--- src/rtl/ev22_pkg.sv ---
// Shared EV22 core definitions: IF/ID datapath widths, kill encoding,
// IF/ID sequencing state encodings and the per-cycle datapath action.
package ev22_pkg;

  localparam int unsigned IW_DEF  = 16;
  localparam int unsigned AW_DEF  = 10;
  localparam logic [15:0] NOP_DEF = 16'h0;

  typedef enum logic [1:0] {
    ST_RUN     = 2'd0,
    ST_STALL   = 2'd1,
    ST_FLUSHED = 2'd2
  } ifid_state_t;

  typedef enum logic [1:0] {
    ACT_LOAD = 2'd0,
    ACT_HOLD = 2'd1,
    ACT_KILL = 2'd2
  } ifid_act_t;

endpackage

--- src/rtl/uc2_stall_wdog.sv ---
// Stall watchdog: counts consecutive stall cycles (saturating at MAX_STALL)
// and raises a sticky timeout once the count reaches the limit.
module uc2_stall_wdog #(
  parameter int unsigned MAX_STALL = 15
) (
  input  logic       clk,
  input  logic       reset,
  input  logic       inc,
  input  logic       clr,
  output logic [7:0] stall_cnt,
  output logic       stall_timeout
);

  localparam logic [7:0] LIMIT = 8'(MAX_STALL);

  logic [7:0] r_cnt;
  logic       r_timeout;
  logic [7:0] w_cnt_nxt;

  // Next count: clear wins, otherwise saturating increment while stalled.
  always_comb begin
    w_cnt_nxt = r_cnt;
    if (clr) begin
      w_cnt_nxt = '0;
    end else if (inc && (r_cnt != LIMIT)) begin
      w_cnt_nxt = r_cnt + 8'd1;
    end
  end

  // Counter and sticky timeout; timeout rises on the edge the count hits the limit.
  always_ff @(posedge clk or posedge reset) begin
    if (reset) begin
      r_cnt     <= '0;
      r_timeout <= 1'b0;
    end else begin
      r_cnt     <= w_cnt_nxt;
      r_timeout <= r_timeout | (w_cnt_nxt == LIMIT);
    end
  end

  assign stall_cnt     = r_cnt;
  assign stall_timeout = r_timeout;

endmodule

--- src/rtl/uc2_ifid_stage.sv ---
// IF/ID pipeline register with stall/flush sequencing and a stall watchdog.
// Priority each cycle: reset > flush > h1 > normal load.
module uc2_ifid_stage
  import ev22_pkg::*;
#(
  parameter int unsigned     IW        = IW_DEF,
  parameter int unsigned     AW        = AW_DEF,
  parameter logic [IW-1:0]   NOP       = IW'(NOP_DEF),
  parameter int unsigned     MAX_STALL = 15
) (
  input  logic          clk,
  input  logic          reset,
  input  logic          h1,
  input  logic          flush,
  input  logic [IW-1:0] if_instr,
  input  logic [AW-1:0] if_pc,
  input  logic          if_valid,
  output logic          pc_we,
  output logic          id_bubble,
  output logic [IW-1:0] id_instr,
  output logic [AW-1:0] id_pc,
  output logic          id_valid,
  output logic [1:0]    state_o,
  output logic [7:0]    stall_cnt,
  output logic          stall_timeout
);

  ifid_state_t   r_state;
  ifid_state_t   w_state_nxt;
  ifid_act_t     w_act;
  logic [IW-1:0] r_instr;
  logic [AW-1:0] r_pc;
  logic          r_valid;
  logic          w_inc;
  logic          w_clr;

  // State register.
  always_ff @(posedge clk or posedge reset) begin
    if (reset) begin
      r_state <= ST_RUN;
    end else begin
      r_state <= w_state_nxt;
    end
  end

  // Next-state logic: every legal state follows the same flush/h1 rules;
  // the unused encoding recovers to RUN.
  always_comb begin
    w_state_nxt = ST_RUN;
    case (r_state)
      ST_RUN, ST_STALL, ST_FLUSHED: begin
        if (flush) begin
          w_state_nxt = ST_FLUSHED;
        end else if (h1) begin
          w_state_nxt = ST_STALL;
        end else begin
          w_state_nxt = ST_RUN;
        end
      end
      default: w_state_nxt = ST_RUN;
    endcase
  end

  // Outputs: PC enable and bubble depend on the inputs only; the datapath
  // action also forces a plain load when recovering from the unused encoding.
  always_comb begin
    pc_we     = flush | ~h1;
    id_bubble = h1 & ~flush;
    w_act     = ACT_LOAD;
    case (r_state)
      ST_RUN, ST_STALL, ST_FLUSHED: begin
        if (flush) begin
          w_act = ACT_KILL;
        end else if (h1) begin
          w_act = ACT_HOLD;
        end else begin
          w_act = ACT_LOAD;
        end
      end
      default: w_act = ACT_LOAD;
    endcase
  end

  // IF/ID register: kill to NOP, hold, or load from fetch.
  always_ff @(posedge clk or posedge reset) begin
    if (reset) begin
      r_instr <= NOP;
      r_pc    <= '0;
      r_valid <= 1'b0;
    end else begin
      case (w_act)
        ACT_KILL: begin
          r_instr <= NOP;
          r_pc    <= if_pc;
          r_valid <= 1'b0;
        end
        ACT_HOLD: begin
          r_instr <= r_instr;
          r_pc    <= r_pc;
          r_valid <= r_valid;
        end
        default: begin
          r_instr <= if_instr;
          r_pc    <= if_pc;
          r_valid <= if_valid;
        end
      endcase
    end
  end

  assign w_inc = (w_act == ACT_HOLD);
  assign w_clr = ~w_inc;

  uc2_stall_wdog #(
    .MAX_STALL(MAX_STALL)
  ) u_wdog (
    .clk          (clk),
    .reset        (reset),
    .inc          (w_inc),
    .clr          (w_clr),
    .stall_cnt    (stall_cnt),
    .stall_timeout(stall_timeout)
  );

  assign id_instr = r_instr;
  assign id_pc    = r_pc;
  assign id_valid = r_valid;
  assign state_o  = r_state;

endmodule

--- config.mk ---
export PLATFORM = sky130hd
export DESIGN_NAME = uc2_ifid_stage
export DESIGN_NICKNAME = d
export VERILOG_FILES = /design/src/rtl/ev22_pkg.sv /design/src/rtl/uc2_stall_wdog.sv /design/src/rtl/uc2_ifid_stage.sv
export SDC_FILE = /design/constraint.sdc
export NUM_CORES = 1
export LEC_CHECK = 0
export BUFFER_PORTS_ARGS = -buffer_cell sky130_fd_sc_hd__buf_2
export CORE_MARGIN = 4
export CORE_UTILIZATION = 25
export CTS_CLUSTER_DIAMETER = 50
export DETAILED_ROUTE_END_ITERATION = 8
export PLACE_DENSITY_LB_ADDON = 0.25
export SLEW_MARGIN = 0
export SYNTH_ARGS = -nofsm -noshare
export SYNTH_HDL_FRONTEND = slang
export SYNTH_SLANG_ARGS = --single-unit
--- constraint.sdc ---
create_clock -name clk -period 2.1 [get_ports clk]
set_input_delay 0.21 -clock clk [delete_from_list [all_inputs] [get_ports clk]]
set_output_delay 0.21 -clock clk [all_outputs]
set_load 0.05 [all_outputs]
## Yosys cells after proc, flatten, opt, wreduce, memory -nomap -nowiden

Cells that the tools add are included.

| storage, ports and cells | value |
|---|---|
| bits of input ports | 31 |
| logic and storage cells | 28 |
| memories | 0 |
| bits in latches | 0 |
| register bits after elaboration | 38 |
| bits in read-only memories | 0 |
| memory bits (writable) | 0 |
| output and inout bits | 40 |

| cells by class | value |
|---|---|
| multipliers | 0 |
| multiplexer cells | 7 |
| reductions and logical operators | 3 |
| order comparisons | 0 |
| $add $sub $neg | 1 |
| shift-type cells | 0 |
| bitwise gates (word level) | 5 |
| eq/ne operators | 6 |
| div/mod/pow operators | 0 |

Operators by type and width:

| cell | count |
|---|---|
| one-hot mux 16 bit (2 select lines) | 1 |
| two-way mux 8 bit | 2 |
| adder 8 x 1 -> 8 bit (second input constant) | 1 |
| == test 8 x 4 -> 1 bit (second input constant) | 1 |
| inequality test 8 x 4 -> 1 bit (second input constant) | 1 |
| == test 2 x 1 -> 1 bit (second input constant) | 2 |
| == test 2 bit (second input constant) | 2 |
| two-way mux 2 bit | 2 |
| OR reduction 3 bit | 1 |
| zero test 2 bit | 1 |
| inverter 1 bit | 2 |
| bitwise OR 1 bit | 2 |
| one-hot mux 1 bit (2 select lines) | 1 |
| bitwise AND 1 bit | 1 |
| logical AND 1 bit | 1 |
| two-way mux 1 bit | 1 |

## Logic depth before layout (Yosys ltp)

Gate-level depths: netlist of the first run.

| logic depth | value |
|---|---|
| word-level depth | 9 |
| mapped depth | 8 |
| mapped depth without buffers | 7 |

## By module

A second synthesis of the first run with hierarchy kept.

| second synthesis, totals | value |
|---|---|
| cells, all modules | 159 |
| area total of the unflattened synthesis | 1717.9 µm² |

Modules (own cells, without submodules):

| module | sequential area each (µm²) | times used | area each (µm²) | cells an instance |
|---|---|---|---|---|
| uc2_ifid_stage | 725.7 | 1 | 1173.6 | 106 |
| uc2_stall_wdog | 225.2 | 1 | 544.3 | 53 |

## Least setup slack after synthesis of the first run

Ideal clock, no wire load.

| timing | value |
|---|---|
| path type | register -> register |
| from | register u_wdog.r_cnt[0] (netlist: u_wdog.stall_cnt[0]) |
| to | register u_wdog.r_timeout (netlist: u_wdog.stall_timeout) |
| required time | 2.031 ns |
| path buffers | 0 |
| arrival | 1.813 ns |
| path slack | 0.218 ns |
| stages on the path, launching flop included | 6 |
| cell sequence | dfrtp_1 -> ha_1 -> nand3_1 -> nand2b_2 -> a211oi_1 -> a41o_1 |

| between the ends | value |
|---|---|
| word-level cells in the longest chain between the ends | 6 |
| elaborated cells on any way between the ends | 7 |
| those cells by class | add/sub (1); eq/ne (2); mux (2); bitwise (1); reduce/logical (1) |

Ends and longest elaborated chain:

| item | RTL line | source |
|---|---|---|
| start, declared | uc2_stall_wdog.sv:16 | `logic [7:0] r_cnt;` |
| start signal, assigned | uc2_stall_wdog.sv:36 | `r_cnt <= w_cnt_nxt;` |
| branches (longest 2 deep; another with adder 8 x 1 -> 8 bit) | -- |  |
| two-way mux 8 bit (*) | uc2_stall_wdog.sv:25 | `end else if (inc && (r_cnt != LIMIT)) begin` |
| two-way mux 8 bit (*) | uc2_stall_wdog.sv:23 | `if (clr) begin` |
| == test 8 x 4 -> 1 bit (*) | uc2_stall_wdog.sv:37 | `r_timeout <= r_timeout \| (w_cnt_nxt == LIMIT);` |
| bitwise OR 1 bit (*) | uc2_stall_wdog.sv:37 |  |
| end signal, assigned | uc2_stall_wdog.sv:37 |  |
| end, declared | uc2_stall_wdog.sv:17 | `logic r_timeout;` |

Mark *: on every way between the ends.
A chain may end at the register's enable or synchronous reset.

## Worst setup path after layout of the first run

Ends and elaborated chain as after synthesis.

==> results of run 1 <==
==> state kept, by name, summed over array words and instances (netlist names) <==
register              cells
id_valid                  1
u_wdog.stall_cnt          8
id_pc                    10
id_instr                 16
u_wdog.stall_timeout      1
state_o                   2
==> cells in the final DEF (no fill, tap or decap) <==
master	instances
nor3_2	1
a22o_1	17
xnor2_1	2
nand3_2	1
inv_1	2
nor4_4	1
clkinv_2	1
inv_2	2
and3_4	1
nor2_1	8
a21oi_1	6
o32ai_1	1
xor2_1	1
nor3_1	2
and2_1	1
nand2_1	36
nor2_2	1
clkbuf_8	6
a41o_1	1
or2_2	2
a211oi_1	1
or3_1	1
dfrtp_1	38
clkbuf_1	1
ha_1	1
nand2b_2	2
nand2_2	1
and3_1	1
buf_4	3
buf_2	70
o21ai_0	1
nand3_1	2
==> report_power, final <==
part           internal (mW)  leakage (nW)  switching (mW)
registers              0.780         0.487          0.0246
logic                 0.0932         0.596           0.275
clock network          0.265        0.0482           0.243
total                   1.14          1.13           0.543
==> worst max path at each step <==
stage | startpoint | endpoint | slack, ps | depth (start not counted)
floorplan | u_wdog.stall_cnt[0] | u_wdog.stall_timeout | 220 | 5
global placement | u_wdog.stall_cnt[0] | u_wdog.stall_timeout | 500 | 5
detailed placement | u_wdog.stall_cnt[0] | u_wdog.stall_timeout | 470 | 5
CTS | u_wdog.stall_cnt[0] | u_wdog.stall_timeout | 450 | 5
global route | u_wdog.stall_cnt[0] | u_wdog.stall_timeout | 320 | 5
finish | u_wdog.stall_cnt[0] | u_wdog.stall_timeout | 440 | 5
==> tightest hold or removal path, cell delays in order <==
cell,delay (ps)
buf_2,90
inv_1,40
buf_4,410
==> metrics by stage <==
| stage | util | total power [mW] |
|---|---|---|
| 2_1_floorplan | - | 1.08 |
| 3_3_place_gp | 0.333 | 1.19 |
| 3_5_place_dp | 0.333 | 1.19 |
| 4_1_cts | 0.348 | 1.72 |
| 5_1_grt | 0.348 | 1.78 |
| 6_report | 0.348 | 1.68 |
==> cells by family (layout without fill, tap and decap cells) <==
group                    after synthesis  after routing
flip-flops                            38             38
buffers and inverters                 10             85
adder cells (fa/ha/maj)                1              1
AND/OR/NAND/NOR                       61             61
AO/OA/AOI/OAI                         27             27
XOR/XNOR                               3              3
==> layer usage <==
| metal | vias up | GRT usage | routed length (um) |
|---|---|---|---|
| met5 | - | 0 | 0 |
| met4 | 0 | 0.0425 | 65 |
| met3 | 5 | 0.0314 | 361 |
| met2 | 56 | 0.141 | 1620 |
| met1 | 561 | 0.144 | 1730 |
| li1 | 622 | - | - |
==> final cells by class <==
class / instances / area share
flip-flops and latches: 38 / 0.459
clock inverters: 1 / 0.00242
repair buffers: 73 / 0.180
inverters: 4 / 0.00725
clock buffers: 7 / 0.0417
well taps: 75 / 0.0453
multi-input cells: 92 / 0.264
==> out/metrics.yaml, run 1 <==
timing:
  layout_min_cycle_time_ps: 1660
  finalMaxSlewViolations: 0
  timing.fmax_ghz: 0.603
  fin_setup_tns_ps: 0
  relSlewSlack: 0.570
  final-setup-viol-count: 0
  holdWs_ps: 36.2
  fin_ws_ps: 441
  hold_viol: 0
  clock-skew-final_ps: 3.31
  fin_crit_sh: 0.790
  worst_slew_pin_slew_ps: 645
  rsz0062_at_grt: "no"
setup_path:
  cp.arrival_ps: 1880
  r2r-start: "u_wdog.stall_cnt[0]"
  slowest_stage: "dfrtp_1"
  path_cells: "ha_1, nand3_1, nand2b_2, a211oi_1, a41o_1"
  path_max_fanout: 6
  cpLargestDelayFamily: "compound AO/OA/AOI/OAI gates"
  rrSetupSlack_ps: 440
  rr_worst_depth: 5
  cp_num_buf_inv: 0
  rr_endpoint: "u_wdog.stall_timeout"
  crit_required_ps: 2320
  max_stage_delay_ps: 450
  critPathKind: "flip-flop to flip-flop"
  end_kind: "flip-flop"
  cp-start-kind: "flip-flop"
synthesis:
  synth_area_sq_um: 1550
  synth_cells: 140
  synth.most_common_cell: "dfrtp_1"
  synth-seq-cells: 38
  synthAdderAreaFrac: 0.00806
  yosys.area_share.simple: 0.193
  synth.area.top_cells: "dfrtp_1 61%, a22o_1 9.6%, nand2_1 8.7%"
  synthMuxAreaShare: 0
  yosys.area.top_type: "dfrtp_1"
  synthTopCellsByCount: "38 x dfrtp_1, 36 x nand2_1, 17 x a22o_1"
  synth_compound_area_frac: 0.135
  syn_nets: 172
  synthXorXnorAreaFrac: 0.0169
  ys_warn_count: 0
  yosysSeqAreaShare: 0.613
  synth_top_area_frac: 0.613
  synth_edf_count: 0
  synth_top_family_by_area: "simple AND/OR/NAND/NOR gates"
  ys.flop_type: "dfrtp_1"
  synthDistinctLibCells: 31
  avgSynthCellArea_sq_um: 11.1
  async_flop_share: 1.00
finish:
  multi_input_area_sq_um: 548
  area_growth_pct: 33.5
  fin_cells: 290
  fin_area_sq_um: 2070
  fillerInstances: 626
  nNetsFinal: 246
  drive_above_1_share: 0.428
  antenna_cells: 0
  regArea_sq_um: 951
placement:
  gp_congestion: 0.818
  placed_cell_area_sq_um: 1980
  hpwl_um: 2700
  port_buffers: 70
  dp_worst_setup_slack_ps: 474
  place_inst: 282
floorplanning:
  core_region_area_sq_um: 5960
  io_pins: 71
  rows: 28
  initial_core_util: 0.261
  die_y_um: 86.8
  die_area_sq_um: 7530
  fp.dieW_um: 86.8
grt:
  first_global_vias: 1187
  overflow: 0
  grt_max_degree: 39
  grtUsageTotal: 0.101
  grt_pass1_wl_um: 5870
  grt_antenna_before_repair: 0
status:
  outcome: "finished clean"
routing:
  ant_nets: 0
  wirelength_um: 3770
  dr.pass1.iters: 4
  drc: 0
  dr_total_vias: 1244
  drt_iter0_drc: 15
  viasPerCell: 4.29
  wl_per_cell_um: 13.0
cts:
  cts_buffer_depth: 2
  cts_tree: "yes"
  cts_max_level: 2
  cts_root_buf: "clkbuf_8"
  cts_made_buffers: 5
  cts_num_sinks: 38
  hold_buffers: 0
  clk_latency_ps: 280
  clk_transition_reported_paths_ps: 70
  post_cts_buffers: 0
  cts_resized: 0
power:
  p_per_area_nw_per_um2: 811
  p_leak_nw: 1.13
  ir_drop_uv: 279
hold_path:
  hold_class: "input port to async pin"
run:
  drv_cap: 0
Power figures use the tool's default switching activity.
==> run 2, diff against run 1 <==
==> constraint.sdc (replaced) <==
create_clock -name clk -period 1.71 [get_ports clk]
set_input_delay 0.171 -clock clk [delete_from_list [all_inputs] [get_ports clk]]
set_output_delay 0.171 -clock clk [all_outputs]
set_load 0.05 [all_outputs]
==> run 2 against run 1 <==
The flow now finishes with violations (negative hold slack); sequential share of layout area decreased by 0.34 points; critical endpoint unchanged; largest cell class unchanged; die area unchanged; critical path type unchanged; non-clock buffer count increased by 2; clock skew increased by 5.7 ps; largest power group unchanged; utilization increased by 0.40 points; highest routed layer unchanged.
==> out/metrics.yaml, run 2 (same netlist as run 1, synthesis figures left out) <==
power:
  clock_power_share: 0.305
  p_sw_frac: 0.326
  ir_drop_uv: 306
  seqPwrFrac: 0.477
  p_comb_frac: 0.218
  p_sw_mw: 0.676
  internal_power_mw: 1.40
  p_leak_nw: 1.14
  p_per_area_nw_per_um2: 991
timing:
  timing.fmax_ghz: 0.624
  holdWs_ps: -5.35
  final-setup-viol-count: 0
  fin_setup_tns_ps: 0
  rsz0062_at_grt: "no"
  worst_slew_pin_slew_ps: 682
  layout_min_cycle_time_ps: 1600
  finalMaxSlewViolations: 0
  hold_viol: 15
  clock-skew-final_ps: 9.00
  relSlewSlack: 0.545
  fin_crit_sh: 0.937
run:
  drv_cap: 0
setup_path:
  cp.arrival_ps: 1820
  cp-start-kind: "flip-flop"
  path_max_fanout: 8
  end_kind: "flip-flop"
  crit_required_ps: 1930
  critPathKind: "flip-flop to flip-flop"
grt:
  overflow: 0
  grt_antenna_before_repair: 0
  met1_usage: 0.147
  grt_max_degree: 39
  busiest_layer: "met2"
  grt_pass1_wl_um: 6440
  use_met3: 0.0333
  met2_usage: 0.172
  grtUsageTotal: 0.112
  first_global_vias: 1310
floorplanning:
  io_pins: 71
  initial_core_util: 0.261
  rows: 28
  fp.dieW_um: 86.8
  die_area_sq_um: 7530
  core_region_area_sq_um: 5960
  die_y_um: 86.8
finish:
  largest_register_ffs: 16
  area_growth_pct: 35.1
  drive_above_1_share: 0.452
  finish.utilization: 0.352
  layout_commonest_cell: "buf_2"
  nNetsFinal: 248
  final_cell_mix: "70 x buf_2, 36 x nand2_1, 35 x dfrtp_1, 17 x a22o_1, 8 x nor2_1"
  antenna_cells: 0
cts:
  cts_num_sinks: 38
  cts_made_buffers: 5
  clk_transition_reported_paths_ps: 80
  cts_max_level: 2
  post_cts_buffers: 0
  cts_tree: "yes"
  clk_latency_ps: 290
  cts_buffer_depth: 2
  cts_root_buf: "clkbuf_8"
placement:
  port_buffers: 70
  gp_congestion: 0.724
  hpwl_um: 2910
routing:
  wirelength_um: 3850
  drc: 0
  dr.pass1.iters: 4
  viasPerCell: 4.50
  dr_total_vias: 1315
  ant_nets: 0
  drt_iter0_drc: 32
  wl_per_cell_um: 13.2
status:
  outcome: "finished, violations left"
  violations: "negative hold slack"
hold_path:
  hold_class: "input port to async pin"
==> run 2: cell count changes in the layout (fill, tap and decap cells not counted) <==
| cell | delta |
|---|---|
| dfrtp_1 | -3 |
| dfrtp_2 | +3 |
| buf_4 | +2 |
| nand3_1 | -1 |
| nand3_2 | +1 |
==> run 2: area by class of cell <==
class,instances,area [sq um]
sequential,38,955
timing repair buffer,75,388
clock buffer,7,86.3
inverter,4,15.0
multi-input combinational,92,553
clock inverter,1,5.00
fill,640,3860
tap,75,93.8
==> run 2: worst max-delay path: stages (launching register included) <==
cell      delay (ps)
dfrtp_1          500
nor4_4           400
nand2b_2         150
a211oi_1         280
a41o_1           200
==> run 2: metal layers <==
metal,share of wire,up-vias
met3,0.073,5
li1,-,631
met4,0.015,0
met2,0.47,44
met5,0,-
met1,0.44,635
==> run 2: path summary, 6_finish.rpt <==
check                                            end                 from  slack (ps)  depth (start not counted)
worst max-delay path            u_wdog.stall_timeout  u_wdog.stall_cnt[4]         110                          4
worst min-delay path                        id_pc[8]                reset          -5                          3
worst max register to register  u_wdog.stall_timeout  u_wdog.stall_cnt[4]         110                          4
worst min register to register              id_pc[0]             id_pc[0]         460                          2
max in group asynchronous        u_wdog.stall_cnt[1]                reset        1360                          3
min in group clk                            id_pc[8]             if_pc[8]          80                          3
==> run 2: repair_timing <==
action	CTS	global route
gates resized for setup	0	1
hold buffers	0	0
hold endpoints to repair	0	0
endpoints found under the setup margin	0	1
==> run 2: through the flow <==
step           instance area, sq um  total power, mW  instances  worst slack, ps  hold slack, ps
2_1_floorplan                  1560             1.33        140             9.62             284
3_3_place_gp                   2000             1.47        284              150             322
3_5_place_dp                   2000             1.47        284             82.9             319
4_1_cts                        2090             2.12        292             61.2            8.33
5_1_grt                        2100             2.19        292             28.3            48.7
6_report                       2100             2.08        292              107           -5.35
==> run 2: power groups by stage <==
stage	registers (mW)	clock network [mW]	logic [mW]
6_report	0.990	0.634	0.452
5_1_grt	0.999	0.706	0.484
4_1_cts	0.991	0.664	0.460
3_5_place_dp	1.01	0	0.461
3_3_place_gp	1.01	0	0.458
2_1_floorplan	1.22	0	0.111
